===== config.mk =====
export PLATFORM = sky130hd
export DESIGN_NAME = uart_frame_parser
export DESIGN_NICKNAME = d
export VERILOG_FILES = /design/src/rtl/uart_frame_pkg.sv /design/src/rtl/uart_frame_parser_byte_rx.sv /design/src/rtl/uart_frame_parser.sv
export SDC_FILE = /design/constraint.sdc
export NUM_CORES = 1
export LEC_CHECK = 0
export CORE_ASPECT_RATIO = 1.2
export CORE_UTILIZATION = 35
export CTS_BUF_LIST = sky130_fd_sc_hd__clkbuf_16
export DETAILED_ROUTE_END_ITERATION = 10
export DONT_BUFFER_PORTS = 1
export PLACE_DENSITY_LB_ADDON = 0.15
export RECOVER_POWER = 100
export SLEW_MARGIN = 15
export SYNTH_ARGS = -nofsm -noshare
export SYNTH_HDL_FRONTEND = slang
export SYNTH_SLANG_ARGS = --single-unit

===== constraint.sdc =====
create_clock -name Clk -period 1.83 [get_ports Clk]
set_input_delay 0.366 -clock Clk [delete_from_list [all_inputs] [get_ports Clk]]
set_output_delay 0.366 -clock Clk [all_outputs]
set_load 0.02 [all_outputs]

===== src/rtl/uart_frame_pkg.sv =====
// Shared types and constants for the UART frame parser and its byte receiver.
package uart_frame_pkg;

    typedef enum logic [1:0] {
        IDLE    = 2'd0,
        PAYLOAD = 2'd1,
        CHK     = 2'd2,
        TAILCHK = 2'd3
    } frame_state_t;

    typedef enum logic [1:0] {
        RX_IDLE  = 2'd0,
        RX_START = 2'd1,
        RX_DATA  = 2'd2,
        RX_STOP  = 2'd3
    } rx_state_t;

    localparam logic [1:0] ERR_NONE    = 2'd0;
    localparam logic [1:0] ERR_TAIL    = 2'd1;
    localparam logic [1:0] ERR_TIMEOUT = 2'd2;
    localparam logic [1:0] ERR_CHKSUM  = 2'd3;

    localparam logic [7:0] HEAD_DEFAULT = 8'hDD;
    localparam logic [7:0] TAIL_DEFAULT = 8'hEE;

endpackage


===== src/rtl/uart_frame_parser_byte_rx.sv =====
// 8N1 UART byte receiver: double-flop synchroniser, mid-bit sampling, one-cycle byte_done strobe.
module uart_byte_rx
    import uart_frame_pkg::*;
#(
    parameter int unsigned CLK_FREQ = 50_000_000,
    parameter int unsigned BAUD     = 115200
) (
    input  logic       Clk,
    input  logic       Rst_n,
    input  logic       rx,
    output logic [7:0] rx_byte,
    output logic       byte_done
);

    localparam int unsigned DIV   = CLK_FREQ / BAUD;
    localparam int unsigned HALF  = DIV / 2;
    localparam int unsigned CNT_W = (DIV > 2) ? $clog2(DIV) : 1;

    rx_state_t          state_q, state_d;
    logic [CNT_W-1:0]   cnt_q, cnt_d;
    logic [2:0]         bit_q, bit_d;
    logic [7:0]         shift_q, shift_d;
    logic [7:0]         data_q, data_d;
    logic               done_q, done_d;
    logic               rx_q1, rx_s;

    always_ff @(posedge Clk or negedge Rst_n) begin
        if (!Rst_n) begin
            rx_q1   <= 1'b1;
            rx_s    <= 1'b1;
            state_q <= RX_IDLE;
            cnt_q   <= '0;
            bit_q   <= '0;
            shift_q <= '0;
            data_q  <= '0;
            done_q  <= 1'b0;
        end else begin
            rx_q1   <= rx;
            rx_s    <= rx_q1;
            state_q <= state_d;
            cnt_q   <= cnt_d;
            bit_q   <= bit_d;
            shift_q <= shift_d;
            data_q  <= data_d;
            done_q  <= done_d;
        end
    end

    // Start bit is re-checked at mid-bit so short glitches fall back to idle.
    always_comb begin
        state_d = state_q;
        cnt_d   = cnt_q + CNT_W'(1);
        bit_d   = bit_q;
        shift_d = shift_q;
        data_d  = data_q;
        done_d  = 1'b0;
        case (state_q)
            RX_IDLE: begin
                cnt_d = '0;
                if (!rx_s) state_d = RX_START;
            end
            RX_START: begin
                if (cnt_q == CNT_W'(HALF - 1)) begin
                    cnt_d   = '0;
                    bit_d   = '0;
                    state_d = rx_s ? RX_IDLE : RX_DATA;
                end
            end
            RX_DATA: begin
                if (cnt_q == CNT_W'(DIV - 1)) begin
                    cnt_d   = '0;
                    shift_d = {rx_s, shift_q[7:1]};
                    bit_d   = bit_q + 3'd1;
                    if (bit_q == 3'd7) state_d = RX_STOP;
                end
            end
            RX_STOP: begin
                if (cnt_q == CNT_W'(DIV - 1)) begin
                    cnt_d   = '0;
                    state_d = RX_IDLE;
                    if (rx_s) begin
                        data_d = shift_q;
                        done_d = 1'b1;
                    end
                end
            end
            default: state_d = RX_IDLE;
        endcase
    end

    assign rx_byte   = data_q;
    assign byte_done = done_q;

endmodule


===== src/rtl/uart_frame_parser.sv =====
// Framed UART receiver: HEAD, fixed payload, optional sum checksum (UART_FRAME_CHKSUM_EN), TAIL,
// with inter-byte timeout; reports good frames on frame_valid and aborts on frame_err/err_code.
module uart_frame_parser
    import uart_frame_pkg::*;
#(
    parameter logic [7:0]  HEAD          = HEAD_DEFAULT,
    parameter logic [7:0]  TAIL          = TAIL_DEFAULT,
    parameter int unsigned PAYLOAD_BYTES = 30,
    parameter int unsigned CLK_FREQ      = 50_000_000,
    parameter int unsigned BAUD          = 115200,
    parameter int unsigned TIMEOUT_BYTES = 4
) (
    input  logic                       Clk,
    input  logic                       Rst_n,
    input  logic                       uart_rx,
    output logic [PAYLOAD_BYTES*8-1:0] frame_data,
    output logic                       frame_valid,
    output logic                       frame_err,
    output logic [1:0]                 err_code
);

    localparam int unsigned PW        = PAYLOAD_BYTES * 8;
    localparam int unsigned IDX_W     = $clog2(PAYLOAD_BYTES + 1);
    localparam int unsigned TO_CYCLES = 32'(64'(TIMEOUT_BYTES) * 64'd10 * 64'(CLK_FREQ) / 64'(BAUD));
    localparam int unsigned TO_W      = $clog2(TO_CYCLES + 1);

    logic [7:0]      rx_byte;
    logic            byte_done;

    frame_state_t    state_q, state_d;
    logic [IDX_W-1:0] idx_q, idx_d;
    logic [7:0]      sum_q, sum_d;
    logic [PW-1:0]   shadow_q, shadow_d;
    logic [PW-1:0]   data_q, data_d;
    logic            valid_q, valid_d;
    logic            err_q, err_d;
    logic [1:0]      code_q, code_d;
    logic [TO_W-1:0] to_q, to_d;

    uart_byte_rx #(
        .CLK_FREQ (CLK_FREQ),
        .BAUD     (BAUD)
    ) u_byte_rx (
        .Clk       (Clk),
        .Rst_n     (Rst_n),
        .rx        (uart_rx),
        .rx_byte   (rx_byte),
        .byte_done (byte_done)
    );

    always_ff @(posedge Clk or negedge Rst_n) begin
        if (!Rst_n) begin
            state_q  <= IDLE;
            idx_q    <= '0;
            sum_q    <= '0;
            shadow_q <= '0;
            data_q   <= '0;
            valid_q  <= 1'b0;
            err_q    <= 1'b0;
            code_q   <= ERR_NONE;
            to_q     <= '0;
        end else begin
            state_q  <= state_d;
            idx_q    <= idx_d;
            sum_q    <= sum_d;
            shadow_q <= shadow_d;
            data_q   <= data_d;
            valid_q  <= valid_d;
            err_q    <= err_d;
            code_q   <= code_d;
            to_q     <= to_d;
        end
    end

    // A byte arriving in the timeout cycle wins, since it also clears the counter.
    always_comb begin
        state_d  = state_q;
        idx_d    = idx_q;
        sum_d    = sum_q;
        shadow_d = shadow_q;
        data_d   = data_q;
        valid_d  = 1'b0;
        err_d    = 1'b0;
        code_d   = code_q;
        to_d     = (state_q == IDLE || byte_done) ? '0 : to_q + TO_W'(1);

        if (state_q != IDLE && !byte_done && to_q == TO_W'(TO_CYCLES - 1)) begin
            err_d   = 1'b1;
            code_d  = ERR_TIMEOUT;
            state_d = IDLE;
            to_d    = '0;
        end else if (byte_done) begin
            case (state_q)
                IDLE: begin
                    if (rx_byte == HEAD) begin
                        idx_d   = '0;
                        sum_d   = '0;
                        state_d = PAYLOAD;
                    end
                end
                PAYLOAD: begin
                    shadow_d = (shadow_q << 8) | PW'(rx_byte);
                    sum_d    = sum_q + rx_byte;
                    idx_d    = idx_q + IDX_W'(1);
                    if (idx_q == IDX_W'(PAYLOAD_BYTES - 1)) begin
`ifdef UART_FRAME_CHKSUM_EN
                        state_d = CHK;
`else
                        state_d = TAILCHK;
`endif
                    end
                end
`ifdef UART_FRAME_CHKSUM_EN
                CHK: begin
                    if (rx_byte == sum_q) begin
                        state_d = TAILCHK;
                    end else begin
                        err_d   = 1'b1;
                        code_d  = ERR_CHKSUM;
                        state_d = IDLE;
                    end
                end
`endif
                TAILCHK: begin
                    state_d = IDLE;
                    if (rx_byte == TAIL) begin
                        data_d  = shadow_q;
                        valid_d = 1'b1;
                    end else begin
                        err_d  = 1'b1;
                        code_d = ERR_TAIL;
                    end
                end
                default: state_d = IDLE;
            endcase
        end
    end

    assign frame_data  = data_q;
    assign frame_valid = valid_q;
    assign frame_err   = err_q;
    assign err_code    = code_q;

endmodule


==> results of run 1 <==
[cell families (layout without fill, tap and decap cells)]
logic type	after synthesis	in the layout	share of synthesized area, %
compound gates	28	28	1.075
mux	260	260	14.14
fa+ha+maj	14	14	0.8458
buf+inv	97	168	2.543
flops	539	539	65.14
simple gates	817	817	15.54
xor+xnor	17	17	0.7190
[worst register-to-register path: stages (launching register included)]
cell and delay (ns):
dfrtp_1 0.36, and4_1 0.22, nand4_1 0.18, nor2_4 0.17, buf_12 0.21, buf_16 0.22
mux2_2 0.38
[timing repair]
item | in CTS | in global routing
gates resized for setup | 1 | 8
pin swaps | 0 | 1
hold endpoints to repair | 540 | 539
setup buffers | 1 | 0
setup endpoints to repair | 132 | 252
[state kept, by name (all words and copies together), names as in the netlist, 2 cells and up, named ones only]
signal,count
to_q,15
u_byte_rx.shift_q,8
state_q,2
err_code,2
u_byte_rx.bit_q,3
u_byte_rx.cnt_q,9
idx_q,5
shadow_q,240
u_byte_rx.rx_byte,8
frame_data,240
[worst paths after layout]
| kind | cells past startpoint | slack [ns] | endpoint | start |
|---|---|---|---|---|
| hold reg to reg | 0 | 0.36 | u_byte_rx.rx_s$_DFF_PN1_ | u_byte_rx.rx_q1$_DFF_PN1_ |
| min in group Clk | 1 | 0.33 | u_byte_rx.rx_q1$_DFF_PN1_ | uart_rx |
| hold / removal | 0 | -0.53 | shadow_q[195]$_DFFE_PN0P_ | Rst_n |
| setup / recovery | 6 | -0.03 | frame_data[117]$_DFFE_PN0P_ | u_byte_rx.rx_byte[2]$_DFFE_PN0P_ |
| max in group asynchronous | 0 | 0.68 | u_byte_rx.cnt_q[5]$_DFF_PN0_ | Rst_n |
| setup reg to reg | 6 | -0.03 | frame_data[117]$_DFFE_PN0P_ | u_byte_rx.rx_byte[2]$_DFFE_PN0P_ |
[cells in the final DEF, fill, tap and decap left out, types with 4 or more instances in the layout]
| cell type | netlist | routed |
|---|---|---|
| nand2_1 | 737 | 736 |
| clkbuf_16 | 0 | 57 |
| xor2_1 | 9 | 9 |
| nand4_1 | 10 | 10 |
| nor3_1 | 4 | 4 |
| o21ai_0 | 6 | 7 |
| ha_1 | 14 | 14 |
| nand3_1 | 7 | 7 |
| mux2_2 | 256 | 255 |
| clkinv_2 | 0 | 7 |
| and3_1 | 5 | 4 |
| inv_1 | 15 | 26 |
| buf_12 | 0 | 14 |
| clkinv_1 | 0 | 13 |
| clkbuf_2 | 0 | 4 |
| a21oi_1 | 5 | 5 |
| xnor2_1 | 8 | 8 |
| nand2b_1 | 5 | 5 |
| buf_4 | 12 | 20 |
| bufinv_16 | 0 | 8 |
| buf_6 | 10 | 4 |
| dfrtp_1 | 537 | 537 |
| nor2_1 | 32 | 32 |
[Yosys cell counts (3+ instances only)]
cell type and n:
mux2_2 256, mux2i_1 3, o21ai_0 6, nor3_1 4, o31ai_1 3, nand4_1 10
xor2_1 9, ha_1 14, dfrtp_1 537, nor2_1 32, nand2_1 737, clkbuf_1 26
buf_2 34, or3_1 3, inv_1 15, nand2b_1 5, buf_4 12, and3_1 5
xnor2_1 8, a21oi_1 5, nand3_1 7, buf_6 10
[power groups by stage]
stage	clock network [µW]	logic [µW]	registers, µW
floorplan	0	0.0330	12100
global placement	0	0.0329	12100
detailed placement	0	0.0329	12100
CTS	11900	1.91	11900
global route	12300	2.01	11900
finish	11500	1.92	11900
[routing by layer]
metal	up-vias	GRT usage, %	part of all wire [%]
met2	220	25.04	48
met5	-	0	0
li1	5792	-	-
met3	68	5.176	7.7
met4	0	4.258	1.8
met1	6153	19.26	42
[per-stage QoR]
| stage | setup slack, ns | area (µm²) | cells | hold slack (ns) |
|---|---|---|---|---|
| 2_1_floorplan | 0.1264 | 20710 | 1772 | 0.07041 |
| 3_3_place_gp | -0.01742 | 21890 | 2532 | 0.08156 |
| 3_5_place_dp | -0.04942 | 21890 | 2532 | 0.08562 |
| 4_1_cts | -0.04326 | 23760 | 2635 | -0.5733 |
| 5_1_grt | -0.09153 | 23690 | 2635 | -0.5707 |
| 6_report | -0.02794 | 23690 | 2635 | -0.5283 |
[layout make-up]
class / count / area (µm²) / area share (%)
sequential: 539 / 13490 / 56.95
multi-input combinational: 1136 / 6698 / 28.27
clock buffer: 57 / 1426 / 6.022
tap: 792 / 991.0 / 4.183
timing repair buffer: 52 / 609.3 / 2.572
clock inverter: 44 / 416.7 / 1.759
inverter: 15 / 56.30 / 0.2377
==> impl_metrics.toml, run 1 <==
[synth]
async_reset_ff_share_pct = 100.0
ys_types = 47
synth.top_cell.area_share_pct = 64.89
ys_seq_elements = 539
syn_area_per_cell_um2 = 11.69
syn_inst = 1772
synth_fp_nets = 1789
yosys_most_used_dff = "dfrtp_1"
seq_area_frac_synth_pct = 65.14
synthTopCellsByArea = "dfrtp_1 (65%), mux2_2 (14%), nand2_1 (13%), ha_1 (0.85%), buf_2 (0.82%)"
syn_area_um2 = 20710
yosys_warnings = 0
synth_edf_count = 0
yosys.area.top_type = "dfrtp_1"

[floorplan]
ioPinCount = 247
initial_core_util_pct = 35.48
core_um2 = 58380
die_x_um = 224.1
die-area_um2 = 60150
die_h_um = 268.5
row_count = 97

[sta]
tightest_slew_ns = 2.106
setup_tns_ns = -0.5950
setup_viol = 80
slew_headroom_pct = -40.38
fin_crit_sh_pct = 101.5
period_needed_ns = 1.858
timing.final.ws_setup_ns = -0.02794
hold_viol = 537
fin_skew_ns = 0.01697
drv_slew = 212
fmax_mhz = 538.2
fin_hold_ws_ns = -0.5283
rsz0062_at_grt = "yes"

[worst_setup_path]
slowest_delay_ns = 0.36
cp_cell_sequence = "and4_1, nand4_1, nor2_4, buf_12, buf_16, mux2_2"
critPathTopFamily = "simple AND/OR/NAND/NOR gates"
endpoint_kind = "flop"
cp.required_ns = 2.30
cp_num_buf_inv = 2
cpMaxStageDelayCell = "dfrtp_1"
crit_arrival_ns = 2.33
critical_path_class = "reg -> reg"
startpoint_type = "flop"
path_max_fanout = 28

[clock_tree]
cts_buffer_depth = 3
hold_buffers = 1
cts.htree.levels = 2
insertion_delay_ns = 0.60
cts_buffers = 56
clk_pin_slew_worst_paths_ns = 0.06
cts_sinks = 539
cts-root-buf = "clkbuf_16"
cts_tree = "done"

[drt]
ant_nets = 0
drt_wl_total_mm = 45.75
num_vias = 12230
drc = 0
drtPass1Iterations = 4
post_drt_wl_per_cell_um = 17.36
drt-initial-drc-count = 706
via_per_inst = 4.643

[power_and_ir_drop]
power_density_nw_per_um2 = 988.1
p_total_uw = 23410
power.internal_uw = 18680
swShare_pct = 20.21
vdd_drop_max_mv = 0.6874
leakage_uw = 0.01254
p_switching_uw = 4730
power.share.sequential_pct = 51.0
power_frac_comb_pct = 0
power_frac_clock_pct = 49.0

[final_layout]
diodes = 0
num-nets-final = 1817
drive_gt1_share_pct = 21.38
area_delta_synth_final_pct = 14.38
utilization_pct = 40.58
nFillCells = 5615

[flow_run]
drv_cap = 0

[outcome]
status = "finished with violations"
violations = "negative hold slack, max-slew violations, negative setup slack"

[min_path]
hold_path_class = "in -> async"

[global_routing]
grt_max_degree = 540
grt_util_all_layers_pct = 15.30
grt.overflow.total = 0
antenna_found_initial = 0
grt_pass1_wl_mm = 72.91
grt_pass1_vias = 12330

[placement]
hpwl_mm = 28.55
gp_congestion = 0.7432
io_buffers = 0
(Power assumes the default switching activity.)
==> run 2, diff against run 1 <==
Settings changed: RECOVER_POWER 100 to 50.
==> impl_metrics.toml, run 2 (same netlist as run 1, synthesis figures left out) <==
[outcome]
status = "finished with violations"
violations = "negative hold slack, max-slew violations, negative setup slack"

[sta]
hold_viol = 537
fin_crit_sh_pct = 101.5
drv_slew = 212
fmax_mhz = 538.5
fin_hold_ws_ns = -0.5290
period_needed_ns = 1.857
timing.final.ws_setup_ns = -0.02710
tightest_slew_ns = 1.737
slew_headroom_pct = -15.77
fin_skew_ns = 0.01700
setup_viol = 79
rsz0062_at_grt = "yes"

[final_layout]
area_delta_synth_final_pct = 14.83
drive_gt1_share_pct = 21.65
regArea_um2 = 13490
final_common_cell = "nand2_1"
nFillCells = 5599
final_cell_mix = "nand2_1 (736), dfrtp_1 (537), mux2_2 (255)"
multi_input_area_um2 = 6709
diodes = 0
num-nets-final = 1817

[power_and_ir_drop]
power_frac_clock_pct = 49.0
p_switching_uw = 4728
power.share.sequential_pct = 51.0
p_total_uw = 23400
power_density_nw_per_um2 = 984.2
swShare_pct = 20.20
leakage_uw = 0.01258
vdd_drop_max_mv = 0.6875
power.internal_uw = 18680
power_frac_comb_pct = 0

[flow_run]
drv_cap = 0

[worst_setup_path]
crit_arrival_ns = 2.33
reg2regPathDepth = 6
startpoint_type = "flop"
critical_path_class = "reg -> reg"
r2r-start = "u_byte_rx.rx_byte[2]$_DFFE_PN0P_"
crit_start = "u_byte_rx.rx_byte[2]$_DFFE_PN0P_"
rrSetupSlack_ns = -0.03
endpoint_kind = "flop"
path_max_fanout = 28
r2r_end = "frame_data[117]$_DFFE_PN0P_"
cp.required_ns = 2.30

[drt]
drt-initial-drc-count = 695
via_per_inst = 4.653
post_drt_wl_per_cell_um = 17.35
drt_wl_total_mm = 45.72
drc = 0
num_vias = 12260
ant_nets = 0
drtPass1Iterations = 4

[floorplan]
die_x_um = 224.1
initial_core_util_pct = 35.48
row_count = 97
ioPinCount = 247
die-area_um2 = 60150
die_h_um = 268.5
core_um2 = 58380

[clock_tree]
hold_buffers = 1
clk_pin_slew_worst_paths_ns = 0.06
cts_buffers = 56
cts-root-buf = "clkbuf_16"
insertion_delay_ns = 0.60
cts_tree = "done"
cts_buffer_depth = 3
cts_sinks = 539
cts.htree.levels = 2

[global_routing]
grt_max_degree = 540
grt_pass1_wl_mm = 72.91
grt.overflow.total = 0
antenna_found_initial = 0
grt_util_all_layers_pct = 15.30
grt_pass1_vias = 12330

[placement]
hpwl_mm = 28.55
gp_congestion = 0.7432
io_buffers = 0

[min_path]
hold_path_class = "in -> async"
==> run 2: cell types whose count changed in the layout (fill, tap and decap cells not counted), moves of 3 or more <==
| cell | change |
|---|---|
| buf_12 | +6 |
| clkbuf_2 | -4 |
| buf_4 | +8 |
| buf_6 | -4 |
| clkbuf_4 | -3 |
| clkbuf_1 | -3 |
==> run 2: power groups by stage <==
stage / sequential (µW) / clock (µW) / combinational, µW
final: 11900 / 11500 / 1.91
after global routing: 11900 / 12300 / 2.01
after CTS: 11900 / 11900 / 1.91
after detailed placement: 12100 / 0 / 0.0329
after global placement: 12100 / 0 / 0.0329
after floorplan: 12100 / 0 / 0.0330
==> run 2: layout make-up <==
cell class                 instances  share of cell area (%)
inverter                          15                  0.2368
multi-input combinational       1136                   28.21
tap                              792                   4.167
timing repair buffer              52                   2.904
clock buffer                      57                   5.998
sequential                       539                   56.73
clock inverter                    44                   1.752
==> run 2: repair_timing <==
action                     4_1_cts  5_1_grt
hold endpoints to repair       540      539
gates cloned                     0        0
gates resized for setup          1        8
setup buffers                    1        0
pin swaps                        0        1
setup endpoints to repair      132      252
==> run 2: worst max-delay path by stage <==
stage / slack (ns) / end / depth (start not counted)
2_1_floorplan: 0.13 / u_byte_rx.bit_q[0]$_DFFE_PN0P_ / 6
3_3_place_gp: -0.02 / frame_data[99]$_DFFE_PN0P_ / 6
3_5_place_dp: -0.05 / frame_data[116]$_DFFE_PN0P_ / 6
4_1_cts: -0.04 / frame_data[117]$_DFFE_PN0P_ / 6
5_1_grt: -0.09 / frame_data[117]$_DFFE_PN0P_ / 6
6_report: -0.03 / frame_data[117]$_DFFE_PN0P_ / 6
==> run 2: routing by layer <==
layer / track usage, % / part of all wire [%]
met5: 0 / 0
met4: 4.258 / 1.8
met3: 5.176 / 7.6
met2: 25.04 / 48
met1: 19.26 / 43
==> run 2: critical path, stage by stage (launching register included) <==
cell	delay (ns)
dfrtp_1	0.36
and4_1	0.22
nand4_1	0.18
nor2_4	0.17
buf_12	0.21
buf_16	0.20
mux2_2	0.36
==> run 2: metrics by stage <==
stage | cell area [µm²] | TNS [ns] | utilization [%] | setup slack, ns | instances
2_1_floorplan | 20710 | 0 | - | 0.1264 | 1772
3_3_place_gp | 21890 | -0.5259 | 37.50 | -0.01742 | 2532
3_5_place_dp | 21890 | -3.278 | 37.50 | -0.04942 | 2532
4_1_cts | 23760 | -2.735 | 40.70 | -0.04326 | 2635
5_1_grt | 23780 | -13.99 | 40.74 | -0.09153 | 2635
6_report | 23780 | -0.5837 | 40.74 | -0.02710 | 2635
==> run 3, diff against run 2 <==
Clock period 1.83 ns to 2.4 ns, I/O delays scaled along.
==> impl_metrics.toml, run 3 (same netlist as run 1, synthesis figures left out) <==
[global_routing]
grt_max_degree = 540
grt_pass1_wl_mm = 71.99
grt.overflow.total = 0
antenna_found_initial = 0
grt_util_all_layers_pct = 15.01
grt_pass1_vias = 12260

[final_layout]
drive_gt1_share_pct = 20.10
nFillCells = 5645
diodes = 0
num-nets-final = 1785
area_delta_synth_final_pct = 12.92
regArea_um2 = 13490
final_cell_mix = "nand2_1 (737), dfrtp_1 (537), mux2_2 (256)"
final_common_cell = "nand2_1"
multi_input_area_um2 = 6696

[worst_setup_path]
reg2regPathDepth = 6
cp.required_ns = 2.89
endpoint_kind = "flop"
startpoint_type = "flop"
crit_arrival_ns = 2.53
critical_path_class = "reg -> reg"
path_max_fanout = 27

[floorplan]
die_x_um = 224.1
core_um2 = 58380
row_count = 97
die-area_um2 = 60150
initial_core_util_pct = 35.48
die_h_um = 268.5
ioPinCount = 247

[clock_tree]
clk_pin_slew_worst_paths_ns = 0.06
cts_tree = "done"
cts_sinks = 539
cts_buffer_depth = 3
cts_resized = 0
insertion_delay_ns = 0.61
cts_buffers = 57
cts-root-buf = "clkbuf_16"
hold_buffers = 1
post_cts_buffers = 0
cts.htree.levels = 2

[sta]
setup_tns_ns = 0
fin_crit_sh_pct = 84.80
fin_skew_ns = 0.02417
hold_viol = 537
drv_slew = 0
setup_viol = 0
rsz0062_at_grt = "no"
period_needed_ns = 2.035
tightest_slew_ns = 1.094
fmax_mhz = 491.3
slew_headroom_pct = 27.07
timing.final.ws_setup_ns = 0.3648
fin_hold_ws_ns = -0.4282

[drt]
post_drt_wl_per_cell_um = 17.25
ant_nets = 0
drtPass1Iterations = 4
via_per_inst = 4.625
drc = 0
drt_wl_total_mm = 44.89
num_vias = 12040
drt-initial-drc-count = 734

[power_and_ir_drop]
power.share.sequential_pct = 51.2
power_frac_comb_pct = 0
swShare_pct = 20.44
power.internal_uw = 14120
power_frac_clock_pct = 48.7
p_total_uw = 17750
vdd_drop_max_mv = 0.5214
p_switching_uw = 3627
leakage_uw = 0.01237
power_density_nw_per_um2 = 758.8

[min_path]
hold_path_class = "in -> async"

[outcome]
status = "finished with violations"
violations = "negative hold slack"

[flow_run]
drv_cap = 0

[placement]
io_buffers = 0
hpwl_mm = 27.42
gp_congestion = 0.7353
preCtsSetupSlack_ns = 0.3815
## run 3: cell types whose count changed in the layout (fill, tap and decap cells not counted), sizes merged
| cell | previous run | this run |
|---|---|---|
| clkinv | 21 | 26 |
| bufinv | 8 | 6 |
| clkbuf | 57 | 59 |
| buf | 51 | 17 |
| clkinvlp | 3 | 0 |
## run 3: power by group through the flow
stage                     Sequential (µW)  Clock [µW]  Combinational, µW
after global placement               9260           0             0.0259
final                                9090        8650               1.42
after CTS                            9090        9000               1.45
after global routing                 9090        9340               1.50
after floorplan                      9260           0             0.0262
after detailed placement             9260           0             0.0259
## run 3: metal layers
| layer | routed length [µm] | global-route usage, % |
|---|---|---|
| met1 | 19020 | 18.75 |
| met2 | 20780 | 23.79 |
| met3 | 4117 | 6.146 |
| met4 | 976 | 4.461 |
| met5 | 0 | 0 |
## run 3: final cells by class
cell class / instances / share of cell area (%)
Multi-Input combinational cell: 1136 / 28.63
Timing Repair Buffer: 19 / 1.316
Inverter: 15 / 0.2408
Sequential cell: 539 / 57.69
Tap cell: 792 / 4.237
Clock buffer: 58 / 6.206
Clock inverter: 44 / 1.680
## run 3: path summary, 6_finish.rpt
path                       slack [ns]                              from                         end
max                              0.36  u_byte_rx.rx_byte[7]$_DFFE_PN0P_  frame_data[89]$_DFFE_PN0P_
min                             -0.43                             Rst_n   shadow_q[187]$_DFFE_PN0P_
max reg2reg                      0.36  u_byte_rx.rx_byte[7]$_DFFE_PN0P_  frame_data[89]$_DFFE_PN0P_
min reg2reg                      0.36         u_byte_rx.rx_q1$_DFF_PN1_    u_byte_rx.rx_s$_DFF_PN1_
max in group asynchronous        1.94                             Rst_n  frame_data[60]$_DFFE_PN0P_
min in group Clk                 0.36         u_byte_rx.rx_q1$_DFF_PN1_    u_byte_rx.rx_s$_DFF_PN1_
## run 3: worst max-delay path, stage by stage (launching register included)
cell	delay, ns
dfrtp_1	0.38
and4_1	0.23
nand4_1	0.12
nor2_1	0.32
buf_12	0.26
buf_4	0.25
mux2_2	0.35
## run 3: through the flow
step / cell area, µm² / hold WS, ns / instances / utilization (%)
4_1_cts: 23410 / -0.4715 / 2603 / 40.09
2_1_floorplan: 20710 / 0.1844 / 1772 / -
3_3_place_gp: 21550 / 0.1970 / 2500 / 36.92
5_1_grt: 23390 / -0.4757 / 2603 / 40.06
6_report: 23390 / -0.4282 / 2603 / 40.06
3_5_place_dp: 21550 / 0.1992 / 2500 / 36.92
